[config.mk]
export PLATFORM = sky130hd
export DESIGN_NAME = dma_clkgate_ctrl_flat
export DESIGN_NICKNAME = d
export VERILOG_FILES = /design/src/rtl/dma_pkg.sv /design/src/rtl/dma_clkgate_ctrl_if.sv /design/src/rtl/dma_clkgate_ctrl.sv /design/src/flat_wrapper.sv
export SDC_FILE = /design/constraint.sdc
export NUM_CORES = 1
export LEC_CHECK = 0
export CAP_MARGIN = 10
export CORE_UTILIZATION = 47
export DETAILED_ROUTE_END_ITERATION = 8
export PLACE_DENSITY = 0.77
export SKIP_LAST_GASP = 1
export SYNTH_ARGS = -nofsm -noshare
export SYNTH_HDL_FRONTEND = slang
export SYNTH_SLANG_ARGS = --single-unit
[constraint.sdc]
create_clock -name clk -period 1.8 [get_ports clk]
set_input_delay 0.45 -clock clk [delete_from_list [all_inputs] [get_ports clk]]
set_output_delay 0.45 -clock clk [all_outputs]
set_load 0.01 [all_outputs]
[src/rtl/dma_pkg.sv]
// dma_pkg: shared DMA constants, FSM state encoding and clock-gating defaults
package dma_pkg;
    localparam logic [1:0] ST_GATED  = 2'd0;
    localparam logic [1:0] ST_WAKE   = 2'd1;
    localparam logic [1:0] ST_ACTIVE = 2'd2;
    localparam logic [1:0] ST_IDLE   = 2'd3;
    localparam int IDLE_CYCLES_DEF = 16;
    localparam int WAKE_CYCLES_DEF = 2;
endpackage

[src/rtl/dma_clkgate_ctrl_if.sv]
// dma_clkgate_ctrl_if: activity inputs and gating outputs of the DMA clock-gate controller
interface dma_clkgate_ctrl_if;
    logic req;
    logic busy;
    logic bus_wait;
    logic force_on;
    logic enable;
    logic wait_r;
    logic wake_ack;
    logic gated;
    modport master (output req, busy, bus_wait, force_on, input enable, wait_r, wake_ack, gated);
    modport slave (input req, busy, bus_wait, force_on, output enable, wait_r, wake_ack, gated);
endinterface

[src/rtl/dma_clkgate_ctrl.sv]
// dma_clkgate_ctrl: gates the DMA clock after a run of idle cycles and re-enables it on activity,
// with a fixed settle period before wake_ack.
module dma_clkgate_ctrl
    import dma_pkg::*;
#(
    parameter int IDLE_CYCLES = IDLE_CYCLES_DEF,
    parameter int WAKE_CYCLES = WAKE_CYCLES_DEF
) (
    input logic clk,
    input logic rst,
    dma_clkgate_ctrl_if.slave bus
);
    logic [1:0] state_q, state_d;
    logic [7:0] cnt_q, cnt_d;
    logic enable_q, wait_r_q, wake_ack_q, wake_ack_d, gated_q;
    logic act, wake_done, idle_done;

    always_comb begin
        act = bus.req | bus.busy | bus.force_on;
        wake_done = cnt_q == 8'(WAKE_CYCLES - 1);
        idle_done = cnt_q == 8'(IDLE_CYCLES - 1);
        state_d = state_q;
        cnt_d = cnt_q;
        wake_ack_d = 1'b0;
        case (state_q)
            ST_GATED: begin
                if (act) begin
                    state_d = ST_WAKE;
                    cnt_d = 8'd0;
                end
            end
            // WAKE ignores act: once the clock restarts it always settles fully
            ST_WAKE: begin
                if (wake_done) begin
                    state_d = ST_ACTIVE;
                    wake_ack_d = 1'b1;
                end else cnt_d = cnt_q + 8'd1;
            end
            ST_ACTIVE: begin
                if (!act) begin
                    state_d = ST_IDLE;
                    cnt_d = 8'd0;
                end
            end
            // activity takes priority over the terminal idle count
            ST_IDLE: begin
                if (act) begin
                    state_d = ST_ACTIVE;
                    cnt_d = 8'd0;
                end else if (idle_done) state_d = ST_GATED;
                else cnt_d = cnt_q + 8'd1;
            end
            default: begin
                state_d = ST_GATED;
                cnt_d = 8'd0;
            end
        endcase
    end

    always_ff @(posedge clk or posedge rst) begin
        if (rst) begin
            state_q <= ST_GATED;
            cnt_q <= 8'd0;
            enable_q <= 1'b0;
            wait_r_q <= 1'b0;
            wake_ack_q <= 1'b0;
            gated_q <= 1'b1;
        end else begin
            state_q <= state_d;
            cnt_q <= cnt_d;
            enable_q <= state_d != ST_GATED;
            wait_r_q <= bus.bus_wait;
            wake_ack_q <= wake_ack_d;
            gated_q <= state_d == ST_GATED;
        end
    end

    assign bus.enable = enable_q;
    assign bus.wait_r = wait_r_q;
    assign bus.wake_ack = wake_ack_q;
    assign bus.gated = gated_q;
endmodule
[src/flat_wrapper.sv]
// flat-port wrapper written by rule: the top's interface ports become plain ports
module dma_clkgate_ctrl_flat import dma_pkg::*;
#(
    parameter int IDLE_CYCLES = IDLE_CYCLES_DEF,
    parameter int WAKE_CYCLES = WAKE_CYCLES_DEF
)
  (clk, rst, bus_req, bus_busy, bus_bus_wait, bus_force_on, bus_enable, bus_wait_r, bus_wake_ack, bus_gated);
  dma_clkgate_ctrl_if bus_i ();
  input logic clk;
  input logic rst;
  input wire logic [$bits(bus_i.req)-1:0] bus_req;
  input wire logic [$bits(bus_i.busy)-1:0] bus_busy;
  input wire logic [$bits(bus_i.bus_wait)-1:0] bus_bus_wait;
  input wire logic [$bits(bus_i.force_on)-1:0] bus_force_on;
  output wire logic [$bits(bus_i.enable)-1:0] bus_enable;
  output wire logic [$bits(bus_i.wait_r)-1:0] bus_wait_r;
  output wire logic [$bits(bus_i.wake_ack)-1:0] bus_wake_ack;
  output wire logic [$bits(bus_i.gated)-1:0] bus_gated;
  assign bus_i.req = bus_req;
  assign bus_i.busy = bus_busy;
  assign bus_i.bus_wait = bus_bus_wait;
  assign bus_i.force_on = bus_force_on;
  assign bus_enable = bus_i.enable;
  assign bus_wait_r = bus_i.wait_r;
  assign bus_wake_ack = bus_i.wake_ack;
  assign bus_gated = bus_i.gated;
  dma_clkgate_ctrl #(.IDLE_CYCLES(IDLE_CYCLES), .WAKE_CYCLES(WAKE_CYCLES)) u_core (.clk(clk), .rst(rst), .bus(bus_i));
endmodule
Word-level counts from Yosys, hierarchy flattened
Cells that the tools add are included.

$add $sub $neg: 1. Equality and inequality tests: 9. Reductions and logical operators: 4. Bitwise operators: 2. Multiplexer cells: 14.

Operators by type and width (count): 8-bit two-way mux (5); 8-bit case mux with 4 select lines (1); 2-bit two-way mux (5); 8-bit by 1-bit adder with 8-bit output, second input constant (1); 8-bit by 1-bit equality test with 1-bit output, second input constant (1); 8-bit by 4-bit equality test with 1-bit output, second input constant (1); 2-bit case mux with 4 select lines (1); 2-bit equality test, second input constant (2); 2-bit logical NOT (2); 2-bit inequality test, second input constant (2); 4-bit AND reduction (1); 3-bit by 2-bit inequality test with 1-bit output, second input constant (1); 2-bit by 1-bit equality test with 1-bit output, second input constant (1); 1-bit two-way mux (2); 2-bit by 1-bit inequality test with 1-bit output, second input constant (1); 1-bit bitwise OR (2); 2-bit nonzero test (1).

Flip-flop bits (word level): 14. Logic and storage cells: 36.

Longest topological paths before layout
Depth after elaboration: 5. Depth in mapped cells: 6. Depth with buffers taken out: 6.

Worst setup path after synthesis
OpenSTA, ideal clock, no wires.

Path type: register to register. Start point: reg u_core.cnt_q[4]. End point: reg u_core.cnt_q[1]. Cell stages (with the launch flop): 4. Required time: 1.675 ns. Path slack: -0.035 ns. Arrival: 1.710 ns. Path through: dfrtp_1 or4b_4 o32ai_4 mux2_2.

Cells in the longest elaborated chain, start to end: 3. Elaborated cells on any way between the ends: 5. Those cells by class: eq/ne (4); reduce/logical (1).

RTL lines: start: declaration (RTL line dma_clkgate_ctrl.sv:14) `logic [7:0] cnt_q, cnt_d;`; start signal: assignment (RTL line dma_clkgate_ctrl.sv:70) `cnt_q <= cnt_d;`; 8-bit by 4-bit equality test with 1-bit output / 8-bit by 1-bit equality test with 1-bit output (equally long branches) (RTL line dma_clkgate_ctrl.sv:21, dma_clkgate_ctrl.sv:20); 3-bit by 2-bit inequality test with 1-bit output (no source line) / 2-bit inequality test (equally long branches); 4-bit AND reduction (no source line) (*).

Every way passes the cells marked *; elsewhere a longest branch is shown, timed or not. A chain may end at the register's enable or synchronous reset.

Final worst setup path
Start point: reg u_core.cnt_q[5]. End point: reg u_core.cnt_q[1].

The elaborated chain is that of the path after synthesis.

==> results by group <==
Global routing
  – First-pass GRT wire length: roughly 3300 um
  – GRT Total Usage: between 20 and 25%
  – Initial antenna violation count: 0
  – Total grt overflow: 0
  – Largest net degree at the start of global routing: 15
  – Number of global-route vias before repair: 692

Clock network
  – CTS tree: yes
  – CTS H-Tree Depth: 1
  – Clk slew on worst S/H paths: approximately 90 ps
  – Hold buffers post-CTS: 0
  – CTS root buf: clkbuf_4
  – CTS buffer count: 3
  – CTS sink cnt: 14
  – Clock Latency Late Sink: 280 ps
  – Clk buf depth: 2

Final layout
  – Fin nets: approximately 110
  – Fillcell total: roughly 120
  – Area Overhead vs Synth: 41.4%
  – Layout cells sized above 1: approximately a third
  – Core Util, Final: 71.8%
  – Antenna diode count: 0

Floorplanning
  – Core box area: 1520 um2
  – Die width: about 43 um
  – Ports: 10
  – Die Y: approximately 43 um
  – Die ar.: 1810 um2
  – Initial Util: just over 50%
  – Row count: 14

STA
  – Final setup violation count: 8
  – Pin slew with the least headroom to its limit: around 530 ps
  – Hold Slack: about 500 ps
  – Final hold viol count: 0
  – Slew headroom: about 64%
  – Clock skew: 5.80 ps
  – FMAX: roughly 540 MHz
  – Final worst setup slack: -55.0 ps
  – Setup_tns: -330 ps
  – Tmin final: between 1500 and 2000 ps
  – RSZ-0062 raised after global routing: yes
  – Period utilization: 103%
  – Max Slew Vio Count: 0

Routing
  – Via/cell ratio: just under 6
  – DRC viols: 0
  – Antenna-violating nets left: 0
  – DR vias: 669
  – First-pass DRT Iterations: 4
  – WL final: 1950 um
  – DR WL/cell: 17.1 um
  – Initial DRC count: 12

Critical path
  – Slowest cell delay on critical path: 600 ps
  – Buf/Inv on CP: 1
  – Crit Path Max Fanout: 4
  – Setup crit start kind: flop
  – Critical R2R Launch: u_core.cnt_q[5]$_DFFE_PP0P_
  – Kind of critical path: flop to flop
  – Setup crit end kind: flop
  – Worst-path cell chain: or4b_4 -> buf_4 -> o32ai_4 -> mux2_4
  – CP startpoint: u_core.cnt_q[5]$_DFFE_PP0P_
  – Critical Path RT: around 2000 ps
  – Critical path's slowest cell: or4b_4
  – WP data arrival: ~2000 ps
  – Cell family with most CP delay: simple AND/OR/NAND/NOR gates

Yosys
  – Post-synth top area cell: dfrtp_1
  – Most used DFF post-synth: dfrtp_1
  – Synth Instances: just over 70
  – #FFs+latches synth: 14
  – Top post-synthesis cells by area: dfrtp_1, o22a_1, o32ai_4
  – Yosys warnings: 0
  – Post-Syn Area per Cell: 10.9 um2
  – Async SR Flop Fraction: 100%
  – Seq/Total Area, Yosys: around 45%
  – Synth top cells by count: dfrtp_1, nand2_1, nor3_1
  – Mapped Area: between 700 and 800 um2
  – Post-synth top area share: a little over two fifths
  – Post-synth EDFFs: 0
  – Syn Nets: around 80
  – Most frequent cell after synthesis: dfrtp_1
  – Netlist cell types: 32

Job
  – Number of max-cap violations: 0

Placement
  – Detail Placement HPWL: approximately 1300 um
  – Port-buffer cells: 9
  – RePlAce Congestion: 0.822

Run status
  – Violated checks: setup timing
  – Outcome: finished, violations left

Min path
  – Worst min path class: input pin to async pin

Power
  – Static leakage: 0.477 nW
  – Peak VDD IR: around 0.48 mV
  – Pwr Density: 603 nW/um2
[layer usage]
layer	track usage (%)	vias to the layer above	part of all wire, %
met3	4.31	4	1.5
met5	0	-	0
met4	12.5	0	2.0
met2	39.4	8	52
met1	32.6	336	45
li1	-	321	-
[path summary, 6_finish.rpt]
kind                                          endpoint  cells after the start  slack (ps)
max reg2reg                u_core.cnt_q[1]$_DFFE_PP0P_                      4         -50
max                        u_core.cnt_q[1]$_DFFE_PP0P_                      4         -50
min in group clk           u_core.bus.wait_r$_DFF_PP0_                      1         600
max in group asynchronous   u_core.bus.gated$_DFF_PP1_                      2         930
min                        u_core.cnt_q[2]$_DFFE_PP0P_                      2         500
min reg2reg                u_core.cnt_q[1]$_DFFE_PP0P_                      1         620
[area by class of cell]
class	instances	area, um2	area share, %
Clock buffer	4	26.3	2.40
Inverter	2	7.51	0.686
Multi-Input combinational cell	52	467	42.7
Sequential cell	14	352	32.2
Tap cell	16	20.0	1.83
Timing Repair Buffer	26	221	20.3
[state kept, by name, indices dropped and copies added, names as in the netlist]
signal and cells:
u_core.cnt_q 8, u_core.state_q 2, u_core.bus.enable 1, u_core.bus.gated 1, u_core.bus.wait_r 1, u_core.bus.wake_ack 1
[worst register-to-register path, delay by kind of cell, from the launching register on]
kind	cells	cell delay [ps]
simple gates	1	600
flops	1	400
mux	1	330
compound gates	1	240
buf+inv	1	170
[stage by stage]
stage / area (um2) / total power [mW] / setup WS, ps / cells
floorplan: 773 / 0.399 / 3.31 / 71
global placement: 977 / 0.449 / -299 / 108
detailed placement: 977 / 0.452 / -354 / 108
CTS: 1050 / 0.651 / -41.9 / 113
global route: 1090 / 0.690 / -122 / 114
finish: 1090 / 0.659 / -55.0 / 114
[cell usage in the layout (no fill, tap or decap), types with 2 or more instances in the layout]
cell	Yosys	routed
nand3_1	3	3
inv_1	2	2
nand2_1	5	5
o22a_1	4	4
clkdlybuf4s50_1	0	9
buf_4	0	16
and3_1	2	2
nor4b_1	3	2
o21ai_0	4	3
nor2_1	4	4
dfrtp_1	13	13
ha_1	2	2
nor3_1	5	3
and3b_1	3	3
clkbuf_4	0	3
[logic make-up after synthesis]
group | count (synthesis) | synth area share, %
fa+ha+maj | 2 | 3.24
simple gates | 31 | 24.6
buf+inv | 5 | 3.40
mux | 1 | 1.46
xor+xnor | 2 | 2.27
compound gates | 16 | 19.6
flops | 14 | 45.5
[power by group]
group,internal (mW),switching [mW],total [mW]
clock network,0.0861,0.104,0.190
logic,0.0712,0.0642,0.135
registers,0.325,0.00839,0.334
[timing repair]
item / in CTS / in global routing
endpoints found under the setup margin: 7 / 11
resized for setup: 6 / 7
pin swaps: 3 / 0
buffers inserted: 1 / 1
No activity file was read; power rests on OpenSTA's default activity.
